### src/rtl/ps2_key_event_ctrl.sv
// rtl/ps2_key_event_ctrl.sv - PS/2 scan-code sequencer producing key events, held-key display and BCD press count
module ps2_key_event_ctrl #(
    parameter int TIMEOUT_CYCLES = 1000000,
    parameter int CNT_W          = 20
) (
    input  logic       clk,
    input  logic       resetn,
    input  logic       byte_valid,
    input  logic [7:0] byte_data,
    output logic       byte_ready,
    input  logic       clr_cnt,
    output logic [7:0] key_code,
    output logic       key_ext,
    output logic       seg_en,
    output logic [7:0] press_cnt,
    output logic       key_event
);

    typedef enum logic [1:0] {
        S_IDLE    = 2'd0,
        S_EXT     = 2'd1,
        S_BRK     = 2'd2,
        S_EXT_BRK = 2'd3
    } state_t;

    localparam logic [7:0]       BYTE_E0 = 8'hE0;
    localparam logic [7:0]       BYTE_F0 = 8'hF0;
    localparam logic [CNT_W-1:0] TMO_MAX = CNT_W'(TIMEOUT_CYCLES - 1);

    state_t           state_q;
    logic [CNT_W-1:0] tmo_q;
    logic [7:0]       key_code_q;
    logic             key_ext_q;
    logic             seg_en_q;
    logic [7:0]       press_q;
    logic             key_event_q;
    logic             byte_ready_q;

    logic       xfer;
    logic       is_e0;
    logic       is_f0;
    logic       act_ext;
    logic       hit;
    logic       do_make;
    logic       do_brk;
    logic [7:0] press_d;

    always_comb begin
        xfer    = byte_valid & byte_ready_q;
        is_e0   = (byte_data == BYTE_E0);
        is_f0   = (byte_data == BYTE_F0);
        act_ext = (state_q == S_EXT) || (state_q == S_EXT_BRK);
        // Same code and same prefix as the held key: typematic repeat or matching release.
        hit     = seg_en_q && (key_code_q == byte_data) && (key_ext_q == act_ext);
        do_make = xfer && !is_e0 && !is_f0 && ((state_q == S_IDLE) || (state_q == S_EXT));
        do_brk  = xfer && !is_e0 && !is_f0 && ((state_q == S_BRK) || (state_q == S_EXT_BRK));
    end

    always_comb begin
        press_d = press_q;
        if (press_q[3:0] == 4'd9) begin
            press_d[3:0] = 4'd0;
            press_d[7:4] = (press_q[7:4] == 4'd9) ? 4'd0 : press_q[7:4] + 4'd1;
        end else begin
            press_d[3:0] = press_q[3:0] + 4'd1;
        end
    end

    always_ff @(posedge clk or negedge resetn) begin
        if (!resetn) begin
            state_q      <= S_IDLE;
            tmo_q        <= '0;
            key_code_q   <= 8'h00;
            key_ext_q    <= 1'b0;
            seg_en_q     <= 1'b0;
            press_q      <= 8'h00;
            key_event_q  <= 1'b0;
            byte_ready_q <= 1'b0;
        end else begin
            byte_ready_q <= 1'b1;
            key_event_q  <= 1'b0;

            if (xfer) begin
                tmo_q <= '0;
                case (state_q)
                    S_IDLE: begin
                        if (is_e0)      state_q <= S_EXT;
                        else if (is_f0) state_q <= S_BRK;
                    end
                    S_EXT: begin
                        if (is_f0)       state_q <= S_EXT_BRK;
                        else if (!is_e0) state_q <= S_IDLE;
                    end
                    default: begin
                        if (!is_e0 && !is_f0) state_q <= S_IDLE;
                    end
                endcase
            end else if (state_q == S_IDLE) begin
                tmo_q <= '0;
            end else if (tmo_q == TMO_MAX) begin
                state_q <= S_IDLE;
                tmo_q   <= '0;
            end else begin
                tmo_q <= tmo_q + CNT_W'(1);
            end

            if (do_make && !hit) begin
                key_code_q  <= byte_data;
                key_ext_q   <= act_ext;
                seg_en_q    <= 1'b1;
                key_event_q <= 1'b1;
                press_q     <= press_d;
            end

            // key_code is kept after release so the last key stays visible for debug.
            if (do_brk && hit) begin
                seg_en_q <= 1'b0;
            end

            if (clr_cnt) begin
                press_q <= 8'h00;
            end
        end
    end

    assign byte_ready = byte_ready_q;
    assign key_code   = key_code_q;
    assign key_ext    = key_ext_q;
    assign seg_en     = seg_en_q;
    assign press_cnt  = press_q;
    assign key_event  = key_event_q;

endmodule

### config.mk
export PLATFORM = sky130hd
export DESIGN_NAME = ps2_key_event_ctrl
export DESIGN_NICKNAME = d
export VERILOG_FILES = /design/src/rtl/ps2_key_event_ctrl.sv
export SDC_FILE = /design/constraint.sdc
export NUM_CORES = 1
export LEC_CHECK = 0
export BUFFER_PORTS_ARGS = -buffer_cell sky130_fd_sc_hd__buf_4
export CORE_MARGIN = 8
export CORE_UTILIZATION = 60
export CTS_CLUSTER_DIAMETER = 100
export DETAILED_ROUTE_END_ITERATION = 10
export PLACE_DENSITY = 0.83
export SYNTH_ARGS = -nofsm -noshare
export SYNTH_HDL_FRONTEND = slang
export SYNTH_SLANG_ARGS = --single-unit
### constraint.sdc
create_clock -name clk -period 3.1 [get_ports clk]
set_input_delay 0.465 -clock clk [delete_from_list [all_inputs] [get_ports clk]]
set_output_delay 0.465 -clock clk [all_outputs]
set_load 0.02 [all_outputs]
Yosys cells after proc, flatten, opt, wreduce, memory -nomap -nowiden
Cells that the tools add are included.
{"block": "classes", "add_sub_neg": 3, "eq_ne": 14, "n_mux": 20, "n_bitwise": 1, "reduce_logical": 22}
{"operator": "two-way mux 20 bit", "count": 3}
{"operator": "adder 20 x 1 -> 20 bit (second input constant)", "count": 1}
{"operator": "== test 20 bit (second input constant)", "count": 1}
{"operator": "== test 8 bit (second input constant)", "count": 2}
{"operator": "two-way mux 2 bit", "count": 8}
{"operator": "two-way mux 8 bit", "count": 2}
{"operator": "two-way mux 4 bit", "count": 3}
{"operator": "logical AND 1 bit", "count": 9}
{"operator": "adder 4 x 1 -> 4 bit (second input constant)", "count": 2}
{"operator": "== test 4 bit (second input constant)", "count": 2}
{"operator": "== test 8 bit", "count": 1}
{"operator": "nonzero test 2 bit", "count": 4}
{"operator": "AND reduction 5 bit", "count": 1}
{"operator": "== test 2 bit (second input constant)", "count": 2}
{"operator": "inequality test 4 x 1 -> 1 bit (second input constant)", "count": 1}
{"operator": "inequality test 4 bit (second input constant)", "count": 1}
{"operator": "one-hot mux 2 bit (2 select lines)", "count": 1}
{"operator": "zero test 1 bit", "count": 3}
{"operator": "logical OR 1 bit", "count": 3}
{"operator": "two-way mux 1 bit", "count": 3}
{"operator": "inequality test 3 bit (second input constant)", "count": 1}
{"operator": "== test 2 x 1 -> 1 bit (second input constant)", "count": 1}
{"operator": "zero test 2 bit", "count": 1}
{"operator": "inequality test 2 bit (second input constant)", "count": 1}
{"operator": "3 further kinds", "count": 3}
{"block": "totals", "reg_bits": 42, "inputBits": 12, "output_inout_bits": 20, "word_cells": 69}

Depth between registers and ports, before layout
Gate-level depths: netlist of run 1.
{"block": "logic_depth", "depth_word": 8, "mapped_depth": 7}

Least setup slack after synthesis of run 1
OpenSTA, ideal clock, no wires.
{"block": "synth_timing", "path_type": "input-to-reg", "startpoint": "input byte_data[5]", "endpoint": "register press_q[4], in the netlist press_cnt[4]", "setup_time_ns": 0.079, "arrival_time_ns": 1.823, "required_time_ns": 3.021, "setup_slack_ns": 1.198, "cell_stages": 6, "path_cell_list": "nor3b_2 a211oi_4 o31ai_2 buf_2 nor2_1 mux2i_1"}
{"block": "synth_between", "elab_chain_len": 8}
{"item": "start, declared", "line_no": "9", "source": "input logic [7:0] byte_data,"}
{"item": "== test 8 bit", "line_no": "50", "source": "is_e0 = (byte_data == BYTE_E0);"}
{"item": "zero test 1 bit", "line_no": "55", "source": "do_make = xfer && !is_e0 && !is_f0 && ((state_q == S_IDLE) || (state_q == S_EXT));"}
{"item": "logical AND 1 bit (3 in series)", "line_no": "55"}
{"item": "logical AND 1 bit *", "line_no": "107", "source": "if (do_make && !hit) begin"}
{"item": "nonzero test 2 bit (no line) *"}
{"item": "AND reduction 2 bit (no line) *"}
{"item": "end signal, assigned", "line_no": "112", "source": "press_q <= press_d;"}
{"item": "end, declared", "line_no": "35", "source": "logic [7:0] press_q;"}
Mark *: on every way between the ends. The rest lies on a longest branch, timed or not.
A chain may end at the register's enable or synchronous reset.

Final worst setup path of run 1
{"block": "layout_timing", "startpoint": "register tmo_q[0]", "endpoint": "register tmo_q[4]"}
{"block": "layout_between", "elab_chain_len": 4}
{"item": "start, declared", "line_no": "31", "source": "logic [CNT_W-1:0] tmo_q;"}
{"item": "start signal, assigned", "line_no": "104", "source": "tmo_q <= tmo_q + CNT_W'(1);"}
{"item": "adder 20 x 1 -> 20 bit / == test 20 bit (equally long branches)", "line_no": "104, 100"}
{"item": "two-way mux 20 bit *", "line_no": "100", "source": "end else if (tmo_q == TMO_MAX) begin"}
{"item": "two-way mux 20 bit *", "line_no": "98", "source": "end else if (state_q == S_IDLE) begin"}
{"item": "two-way mux 20 bit *", "line_no": "83", "source": "if (xfer) begin"}
Marks and branches as above.

==> results of run 1 <==
==> metal layers <==
metal	vias to the layer above	track usage	wire, um
met4	0	0.0576	59
met3	6	0.0553	203
met1	744	0.185	1790
li1	771	-	-
met2	24	0.248	1830
met5	-	0	0
==> kinds of logic (layout without fill, tap and decap cells) <==
| logic type | Yosys count | count (layout) |
|---|---|---|
| flip-flops | 42 | 42 |
| other | 1 | 1 |
| XOR/XNOR | 27 | 27 |
| adder cells (fa/ha/maj) | 5 | 5 |
| multiplexers | 11 | 11 |
| AND/OR/NAND/NOR | 85 | 85 |
| buffers and inverters | 12 | 47 |
| AO/OA/AOI/OAI | 21 | 21 |
==> worst min path at each step <==
stage                                   from                  endpoint  slack (ns)  cells after the start
after floorplan                       resetn      byte_ready$_DFF_PN0_        0.17                      0
after global placement    tmo_q[0]$_DFF_PN0_        tmo_q[0]$_DFF_PN0_        0.47                      1
after detailed placement              resetn  press_cnt[3]$_DFFE_PN0P_        0.47                      1
after CTS                             resetn  press_cnt[5]$_DFFE_PN0P_        0.07                      1
after global routing                  resetn       tmo_q[17]$_DFF_PN0_        0.08                      1
final                                 resetn       tmo_q[14]$_DFF_PN0_        0.06                      1
==> critical path: cells and delay by family (launching register included) <==
kind                     cells  cell delay (ns)
buffers and inverters        1             0.30
AO/OA/AOI/OAI                2             0.71
flip-flops                   1             0.42
adder cells (fa/ha/maj)      1             0.22
AND/OR/NAND/NOR              3             0.44
==> Yosys cell counts, types with 2 or more instances <==
cell type,number
a211o_1,3
a21oi_1,4
and3_1,4
buf_2,2
clkbuf_1,3
dfrtp_1,42
ha_1,5
inv_1,7
mux2_2,9
mux2i_1,2
nand2_1,17
nand2b_1,3
nand3_1,6
nand4_1,8
nand4b_1,2
nor2_1,26
nor2b_1,2
nor3_1,2
nor4_1,2
o21ai_0,7
or2_2,2
or3_1,3
or4_1,2
xnor2_1,14
xor2_1,13
==> power groups by stage <==
| stage | clock network (W) | logic (W) | registers (W) |
|---|---|---|---|
| after floorplan | 0 | 0.0000548 | 0.000616 |
| after global placement | 0 | 0.000143 | 0.000595 |
| after detailed placement | 0 | 0.000143 | 0.000596 |
| after CTS | 0.000358 | 0.000143 | 0.000585 |
| after global routing | 0.000380 | 0.000154 | 0.000588 |
| final | 0.000351 | 0.000140 | 0.000585 |
==> placed cells by master, fill, tap and decap left out, types with 2 or more instances in the layout <==
cell type | Yosys | final
o21ai_0 | 7 | 6
xor2_1 | 13 | 13
clkbuf_4 | 0 | 5
ha_1 | 5 | 5
nand3_1 | 6 | 6
or2_2 | 2 | 2
nand4b_1 | 2 | 2
inv_1 | 7 | 7
a211o_1 | 3 | 3
nand2_1 | 17 | 17
nor2b_1 | 2 | 2
nand4_1 | 8 | 8
mux2i_1 | 2 | 2
and3_1 | 4 | 4
nor2_1 | 26 | 26
xnor2_1 | 14 | 14
a21oi_1 | 4 | 4
buf_4 | 0 | 32
mux2_2 | 9 | 9
dfrtp_1 | 42 | 42
or3_1 | 3 | 3
or4_1 | 2 | 2
nor3_1 | 2 | 2
nor4_1 | 2 | 2
nand2b_1 | 3 | 3
==> state kept, by name, summed over array words and instances (netlist names) <==
register    count
byte_ready      1
key_code        8
key_event       1
key_ext         1
press_cnt       8
seg_en          1
state_q         2
tmo_q          20
==> stage by stage <==
step	power (W)	worst slack (ns)
floorplan	0.000671	1.20
global placement	0.000738	0.803
detailed placement	0.000738	0.762
CTS	0.00109	0.883
finish	0.00108	0.906
global route	0.00112	0.743
==> area by class of cell <==
type,instances,area share
timing repair buffer,32,0.0970
clock buffer,6,0.0167
tap,46,0.0232
inverter,7,0.0106
clock inverter,2,0.0152
sequential,42,0.424
multi-input combinational,150,0.413
==> out/metrics.csv, run 1 <==
metric,value,unit
r2r endpoint,tmo_q[4]$_DFF_PN0_,
grt ovf,0,
vias,1545,
Syn Area/Cell,10.4,um^2
clock buffer depth,2,
Mapped Cells,204,
Worst Setup EP,tmo_q[4]$_DFF_PN0_,
Critical Path Source,tmo_q[0]$_DFF_PN0_,
Post CTS Setup Buffer Count,0,
Flop pwr share,0.544,
crit path kind,flip-flop to flip-flop,
fin crit period,2.19,ns
Core Area,3360,um^2
reg2reg start,tmo_q[0]$_DFF_PN0_,
Residual DRC,0,
Final Non-Filler Cells,285,
clock power share,0.326,
dominant cells by area after synthesis,"dfrtp_1 50%, xnor2_1 5.8%, xor2_1 5.4%, mux2_2 4.8%, nor2_1 4.6%",
Synth cell types,39,
global-route wire length before repair,6.73,mm
mux cell area share after synthesis,0.0572,
critical path peak fanout,11,
Critical Path AT,2.46,ns
hold crit path type,input port to async pin,
vias per cell,5.42,
switching part of the total,0.253,
Synth top area share,0.495,
ys async rst share,1.00,
Initial Utilization,0.631,
# setup viols final,0,
largest family of logic cells by synthesized area,simple AND/OR/NAND/NOR gates,
pwr/cell area,434,nW/um^2
multi-input logic area,1020,um^2
CTS resizes,0,
Placed Cells,277,
Max Freq,456,MHz
Comb pwr share,0.130,
Max Slew Vio Count,0,
Worst-path clk slew,0.13,ns
Lkg Pwr,1.06,nW
vias in the first global route,1507,
crit-path cells,"ha_1, nand2_1, or2_2, o31a_1, o21ai_1, buf_4, nor2_1",
YS warnings,0,
post-detail-place hpwl,2.81,mm
all-layer global routing usage,0.154,
"Req. time, crit path",3.36,ns
fraction of layout cells with a size suffix above 1,0.226,
Hold Buf Count CTS,0,
CTS tree,yes,
"Design Area, Final",2480,um^2
Synth-to-Final Area Change,16.7,%
nets,255,
CP peak stage delay,0.42,ns
Sw Pwr,0.000272,W
Filler cells,284,
Routed WL,3.88,mm
Chip Height,75.5,um
site row count,21,
Reg area,1050,um^2
H-tree levels,2,
Setup Skew,0.0175,ns
Worst Hold Slack,0.0618,ns
flop2flop setup slack,0.91,ns
worst skew pair latency,0.36,ns
complex-gate fraction of the synthesized area,0.0737,
worst slew pin tran,0.947,ns
CP endpoint kind,flip-flop,
top-level I/O count,32,
CP startpoint kind,flip-flop,
r2r worst-path depth,7,
P_int,0.000804,W
Final Hold Vio Count,0,
Root Driver,clkbuf_4,
Inserted Clock Buffers,5,
Post-synth EDFFs,0,
setup TNS,0,ns
outcome,finished clean,
syn nets,221,
RSZ-0062 raised after global routing,no,
total placed instance area,2400,um^2
Slew Limit Headroom,0.363,
DR iter-0 viols,112,
ANT nets after route,0,
Synth Area in Simple Gates,0.209,
Tcrit/Tclk final,0.708,
drt first pass iters,4,
Die ar.,5700,um^2
"Core Util, Final",0.737,
Max-Cap Viols,0,
Synth Cell Area,2120,um^2
IO Port Bufs,31,
XOR/XNOR Fraction of Synth Area,0.111,
Synth Flop Type,dfrtp_1,
Final Wtd Congestion,0.768,
post-synthesis adder-cell area fraction,0.0295,
Ant. Diodes,0,
share of the yosys chip area belonging to registers,0.495,
Max VDD drop,0.301,mV
largest net degree at the start of global routing,43,
clock sinks,42,
post-synth top area cell,dfrtp_1,
WL/cell,13.6,um
initial antenna violation count,0,
Die Span X,75.5,um
Crit-path slowest cell,dfrtp_1,
"FF+latch count, synth",42,
Power figures use the tool's default switching activity.
==> run 2: changes to the inputs <==
- ABC_AREA: default -> 1
- CORE_UTILIZATION: 60 -> 57
- PLACE_DENSITY: 0.83 -> 0.79
- clock period: 3.1 -> 2.1 ns (I/O delays scaled with it)
==> out/metrics.csv, run 2 <==
metric,value,unit,change
all-layer global routing usage,0.162,,+0.00800
critical path peak fanout,8,,-3
setup TNS,0,ns,unchanged
CP peak stage delay,0.38,ns,-0.04 ns
ANT nets after route,0,,unchanged
Crit-path slowest cell,dfrtp_1,,
Initial Utilization,0.595,,-0.0359
Inserted Clock Buffers,5,,unchanged
mux cell area share after synthesis,0,,-0.0572
vias in the first global route,1991,,+32%
cell mode on critical path,nand3_1,,
Max VDD drop,0.472,mV,+57%
WL/cell,12.6,um,-7.7%
Final Total Pwr,0.00227,W,+110%
crit-path cells,"ha_1, nand4_1, nor2_1, nand3_1, nand3_1, inv_2, o21ai_0, a21oi_1",,
Final Hold Vio Count,6,,+6
total placed instance area,2680,um^2,+12%
grt ovf,0,,unchanged
ys async rst share,1.00,,unchanged
"Design Area, Final",2770,um^2,+12%
hold crit path type,input port to async pin,,
worst slew pin tran,0.529,ns,-0.419 ns
Final Wtd Congestion,0.853,,+11%
complex-gate fraction of the synthesized area,0.0892,,+0.0155
Syn Area/Cell,8.13,um^2,-22%
Hold Buf Count CTS,0,,unchanged
multi-input logic area,1180,um^2,+16%
drt first pass iters,4,,unchanged
Core Area,4030,um^2,+20%
Worst-path clk slew,0.08,ns,-0.05 ns
Synth-to-Final Area Change,15.5,%,
Lkg Pwr,1.32,nW,+25%
Mapped Cells,295,,+45%
# setup viols final,0,,unchanged
Routed WL,4.81,mm,+24%
XOR/XNOR Fraction of Synth Area,0.0438,,-0.0676
Max Slew Vio Count,0,,unchanged
RSZ-0062 raised after global routing,no,,
largest family of logic cells by synthesized area,simple AND/OR/NAND/NOR gates,,
Tcrit/Tclk final,0.843,,+0.136
Ant. Diodes,0,,unchanged
post-synthesis adder-cell area fraction,0.0261,,-0.00339
post-synth top area cell,dfrtp_1,,
Post-synth top cells,"70 x nand2_1, 42 x dfrtp_1, 39 x nor2_1, 28 x inv_1, 21 x nand3_1",,
"most common cell after layout, fill and taps aside",nand2_1,,
Worst Hold Slack,-0.00965,ns,-0.0714 ns
clock buffer depth,2,,unchanged
Setup Skew,0.00416,ns,-0.0133 ns
"FF+latch count, synth",42,,unchanged
crit path kind,flip-flop to flip-flop,,
worst skew pair latency,0.29,ns,-0.07 ns
CP startpoint kind,flip-flop,,
Die ar.,6540,um^2,+15%
Synth Area in Simple Gates,0.334,,+0.125
Synth cell types,31,,-21%
CP endpoint kind,flip-flop,,
dominant cells by area after synthesis,"dfrtp_1 44%, nand2_1 11%, nor2_1 6.1%, inv_1 4.4%, nand3_1 4.4%",,
Synth top area share,0.438,,-0.0569
most frequent cell after synthesis,nand2_1,,
Die Span X,80.9,um,+7.1%
top register by number of flip-flops,tmo_q,,
Filler cells,344,,+21%
syn nets,312,,+41%
"commonest cells after routing, fill and taps aside","70 x nand2_1, 42 x dfrtp_1, 39 x nor2_1",,
Slew Limit Headroom,0.648,,+0.285
Max-Cap Viols,0,,unchanged
H-tree levels,2,,unchanged
CTS resizes,0,,unchanged
"Req. time, crit path",2.29,ns,-1.07 ns
"Core Util, Final",0.687,,-0.0493
failing checks,hold timing,,
top-level I/O count,32,,unchanged
Reg area,1050,um^2,unchanged
Critical Path AT,1.96,ns,-0.50 ns
fin crit period,1.77,ns,-0.423 ns
pwr/cell area,819,nW/um^2,+89%
Synth Flop Type,dfrtp_1,,
fraction of layout cells with a size suffix above 1,0.246,,+0.0203
post-detail-place hpwl,3.65,mm,+30%
YS warnings,0,,unchanged
Chip Height,80.9,um,+7.1%
vias per cell,5.05,,-6.9%
max reg flops,20,,unchanged
CTS tree,yes,,
initial antenna violation count,0,,unchanged
Root Driver,clkbuf_8,,
share of the yosys chip area belonging to registers,0.438,,-0.0569
largest net degree at the start of global routing,43,,unchanged
nets,349,,+37%
site row count,23,,+9.5%
outcome,"finished, violations left",,
Synth Cell Area,2400,um^2,+13%
vias,1934,,+25%
IO Port Bufs,31,,unchanged
Post-synth EDFFs,0,,unchanged
DR iter-0 viols,76,,-32%
clock sinks,42,,unchanged
global-route wire length before repair,8.63,mm,+28%
Post CTS Setup Buffer Count,0,,unchanged
Max Freq,565,MHz,+24%
Residual DRC,0,,unchanged
## run 2: worst paths after layout
kind / start / to / slack, ns / cells after the start
worst max register to register: tmo_q[0]$_DFF_PN0_ / tmo_q[9]$_DFF_PN0_ / 0.33 / 8
worst min-delay path: resetn / tmo_q[8]$_DFF_PN0_ / -0.01 / 1
max in group asynchronous: resetn / key_code[5]$_DFFE_PN0P_ / 1.74 / 1
worst max-delay path: tmo_q[0]$_DFF_PN0_ / tmo_q[9]$_DFF_PN0_ / 0.33 / 8
worst min register to register: tmo_q[0]$_DFF_PN0_ / tmo_q[0]$_DFF_PN0_ / 0.46 / 1
min in group clk: byte_data[7] / key_code[7]$_DFFE_PN0P_ / 0.24 / 3
## run 2: layout make-up
| class | instances | share of cell area |
|---|---|---|
| clock inverters | 1 | 0.00181 |
| multi-input cells | 214 | 0.428 |
| repair buffers | 32 | 0.0868 |
| flip-flops and latches | 42 | 0.380 |
| clock buffers | 7 | 0.0312 |
| well taps | 50 | 0.0226 |
| inverters | 37 | 0.0502 |
## run 2: kinds of logic (layout without fill, tap and decap cells)
family / Yosys count / in the layout
compound gates: 35 / 35
xor+xnor: 12 / 12
fa+ha+maj: 5 / 5
buf+inv: 39 / 77
flops: 42 / 42
other cells: 1 / 1
simple gates: 161 / 161
## run 2: layer usage
metal | vias up | part of all wire | track usage | wire length [um]
li1 | 1003 | - | - | -
met1 | 897 | 0.48 | 0.207 | 2300
met2 | 27 | 0.48 | 0.269 | 2300
met3 | 7 | 0.031 | 0.0287 | 148
met4 | 0 | 0.014 | 0.0589 | 68
met5 | - | 0 | 0 | 0
## run 2: where the power goes
| group | internal (W) | total (W) | switching, W |
|---|---|---|---|
| Sequential | 0.000907 | 0.00102 | 0.000110 |
| Clock | 0.000265 | 0.000539 | 0.000273 |
| Combinational | 0.000281 | 0.000714 | 0.000433 |
## run 2: through the flow
step	worst slack, ns	std cells
floorplan	0.646	295
global placement	0.510	375
detailed placement	0.342	375
CTS	0.317	383
global route	0.173	383
finish	0.329	383
## run 2: worst max-delay path: cells and delay by family, from the launching register on
kind | cells | cell delay, ns
adders and majority gates | 1 | 0.22
buffers and inverters | 1 | 0.13
DFF | 1 | 0.38
AOI/OAI and AO/OA | 2 | 0.16
and+or+nand+nor | 4 | 0.77
==> run 3: changes to the inputs <==
- ABC_AREA: 1 -> 0
- CORE_UTILIZATION: 57 -> 51
- PLACE_DENSITY: 0.79 -> 0.76
- clock period: 2.1 -> 1.55 ns (I/O delays scaled with it)
==> out/metrics.csv, run 3 (same netlist as run 1, synthesis figures left out) <==
metric,value,unit,change
outcome,"finished, violations left",,
failing checks,setup timing,,
fin crit period,1.76,ns,-0.0152 ns
CP startpoint kind,flip-flop,,
Worst-path clk slew,0.08,ns,about the same
Worst Hold Slack,0.171,ns,+0.181 ns
Die Span X,80.5,um,-0.43%
Final Hold Vio Count,0,,-6
Flop pwr share,0.494,,+0.046
Slew Limit Headroom,0.638,,-0.0101
WHS Endpoint,press_cnt[1]$_DFFE_PN0P_,,
"Design Area, Final",3240,um^2,+17%
vias per cell,5.73,,+14%
"Core Util, Final",0.810,,+0.123
Die ar.,6480,um^2,-0.85%
site row count,23,,unchanged
Sw Pwr,0.000630,W,-23%
"commonest cells after routing, fill and taps aside","84 x buf_4, 38 x dfrtp_1, 13 x nand2_1",,
WL/cell,18.8,um,+50%
vias in the first global route,1952,,-2.0%
hold depth,2,,
fraction of layout cells with a size suffix above 1,0.523,,+0.277
P_int,0.00172,W,+18%
Max VDD drop,0.734,mV,+55%
clock power share,0.317,,+0.080
IO Port Bufs,31,,unchanged
worst slew pin tran,0.544,ns,+0.0152 ns
worst skew pair latency,0.30,ns,about the same
Final Wtd Congestion,0.774,,-9.2%
ANT nets after route,0,,unchanged
Critical Path AT,1.95,ns,about the same
Synth-to-Final Area Change,52.7,%,
all-layer global routing usage,0.172,,+0.00949
Root Driver,clkbuf_8,,
vias,2007,,+3.8%
r2r endpoint,tmo_q[17]$_DFF_PN0_,,
global-route wire length before repair,8.94,mm,+3.6%
Residual DRC,0,,unchanged
pwr/cell area,725,nW/um^2,-11%
Comb pwr share,0.189,,-0.126
cell mode on critical path,buf_4,,
Routed WL,6.59,mm,+37%
"Req. time, crit path",1.74,ns,-0.55 ns
crit path kind,flip-flop to flip-flop,,
Crit-path slowest cell,dfrtp_1,,
CTS tree,yes,,
Inserted Clock Buffers,5,,unchanged
DR iter-0 viols,158,,+110%
Core Area,4000,um^2,-0.71%
hold crit path type,input port to flip-flop,,
CP peak stage delay,0.40,ns,+0.02 ns
Max Slew Vio Count,0,,unchanged
switching part of the total,0.268,,-0.0916
top-level I/O count,32,,unchanged
final worst setup slack,-0.206,ns,-0.535 ns
nets,316,,-9.5%
Max Freq,569,MHz,+0.87%
max reg flops,20,,unchanged
clock sinks,42,,unchanged
critical path peak fanout,6,,-2
Setup Skew,0.00486,ns,+0.000708 ns
"most common cell after layout, fill and taps aside",buf_4,,
top register by number of flip-flops,tmo_q,,
Buf/Inv on CP,2,,+1
r2r worst-path depth,7,,-1
Worst Min Path Start,clr_cnt,,
Ant. Diodes,0,,unchanged
Final Total Pwr,0.00235,W,+3.5%
# setup viols final,32,,+32
reg2reg start,tmo_q[4]$_DFF_PN0_,,
total placed instance area,2800,um^2,+4.7%
clock buffer depth,2,,unchanged
largest net degree at the start of global routing,43,,unchanged
Chip Height,80.5,um,-0.43%
RSZ-0062 raised after global routing,yes,,
flop2flop setup slack,-0.21,ns,-0.53 ns
Tcrit/Tclk final,1.13,,+0.289
Lkg Pwr,1.42,nW,+7.0%
post-detail-place hpwl,3.40,mm,-6.8%
Top Family by Delay on Critical Path,simple AND/OR/NAND/NOR gates,,
crit-path cells,"nand3_1, buf_4, nor4_2, buf_4, nand4_1, xor2_1, nor2_4",,
H-tree levels,2,,unchanged
Initial Utilization,0.530,,-0.0645
drt first pass iters,4,,unchanged
grt ovf,0,,unchanged
CP endpoint kind,flip-flop,,
initial antenna violation count,0,,unchanged
Max-Cap Viols,0,,unchanged
[run 3: how the worst max path moves through the flow]
stage	startpoint	endpoint	slack, ns	cells past startpoint
finish	tmo_q[4]$_DFF_PN0_	tmo_q[17]$_DFF_PN0_	-0.21	7
global route	tmo_q[15]$_DFF_PN0_	tmo_q[7]$_DFF_PN0_	-0.26	6
CTS	key_ext$_DFFE_PN0P_	press_cnt[5]$_DFFE_PN0P_	-0.15	6
detailed placement	state_q[0]$_DFFE_PN0P_	press_cnt[5]$_DFFE_PN0P_	-0.27	6
global placement	state_q[0]$_DFFE_PN0P_	press_cnt[7]$_DFFE_PN0P_	-0.16	6
floorplan	byte_ready$_DFF_PN0_	press_cnt[2]$_DFFE_PN0P_	-0.21	5
[run 3: layout make-up]
class,count,area (um^2)
sequential,42,1060
clock buffer,7,86.3
timing repair buffer,93,767
clock inverter,1,5.00
tap,50,62.6
inverter,7,26.3
multi-input combinational,150,1240
fill,198,761
[run 3: routing by layer]
| metal | up-vias | track usage | wire (um) |
|---|---|---|---|
| met1 | 1006 | 0.199 | 2530 |
| met4 | 0 | 0.0600 | 182 |
| met5 | - | 0 | 0 |
| met3 | 21 | 0.0502 | 426 |
| met2 | 88 | 0.292 | 3450 |
| li1 | 892 | - | - |
[run 3: timing repair]
action                     CTS  global route
gates resized for setup     14            45
hold buffers                 1             0
setup endpoints to repair   32            33
setup buffers                2             9
cloned                       1             2
hold endpoints to repair    42             0
pin swaps                   14            23
[run 3: per-stage QoR]
step	worst slack (ns)	instances	TNS [ns]
after floorplan	-0.213	204	-1.27
after global placement	-0.155	328	-2.71
after detailed placement	-0.271	328	-4.71
after CTS	-0.147	340	-2.27
after global routing	-0.264	350	-6.79
final	-0.206	350	-3.61
[run 3: worst reg2reg max path: cells and delay by family, from the launching register on]
kind / cells / cell delay, ns
XOR/XNOR: 1 / 0.27
buffers and inverters: 2 / 0.38
flip-flops: 1 / 0.40
AND/OR/NAND/NOR: 4 / 0.61
[run 3: power groups by stage]
stage | Sequential, W | Clock (W) | Combinational (W)
6_report | 0.00116 | 0.000745 | 0.000443
5_1_grt | 0.00117 | 0.000790 | 0.000470
4_1_cts | 0.00116 | 0.000735 | 0.000403
3_5_place_dp | 0.00118 | 0 | 0.000384
3_3_place_gp | 0.00118 | 0 | 0.000375
2_1_floorplan | 0.00123 | 0 | 0.000111
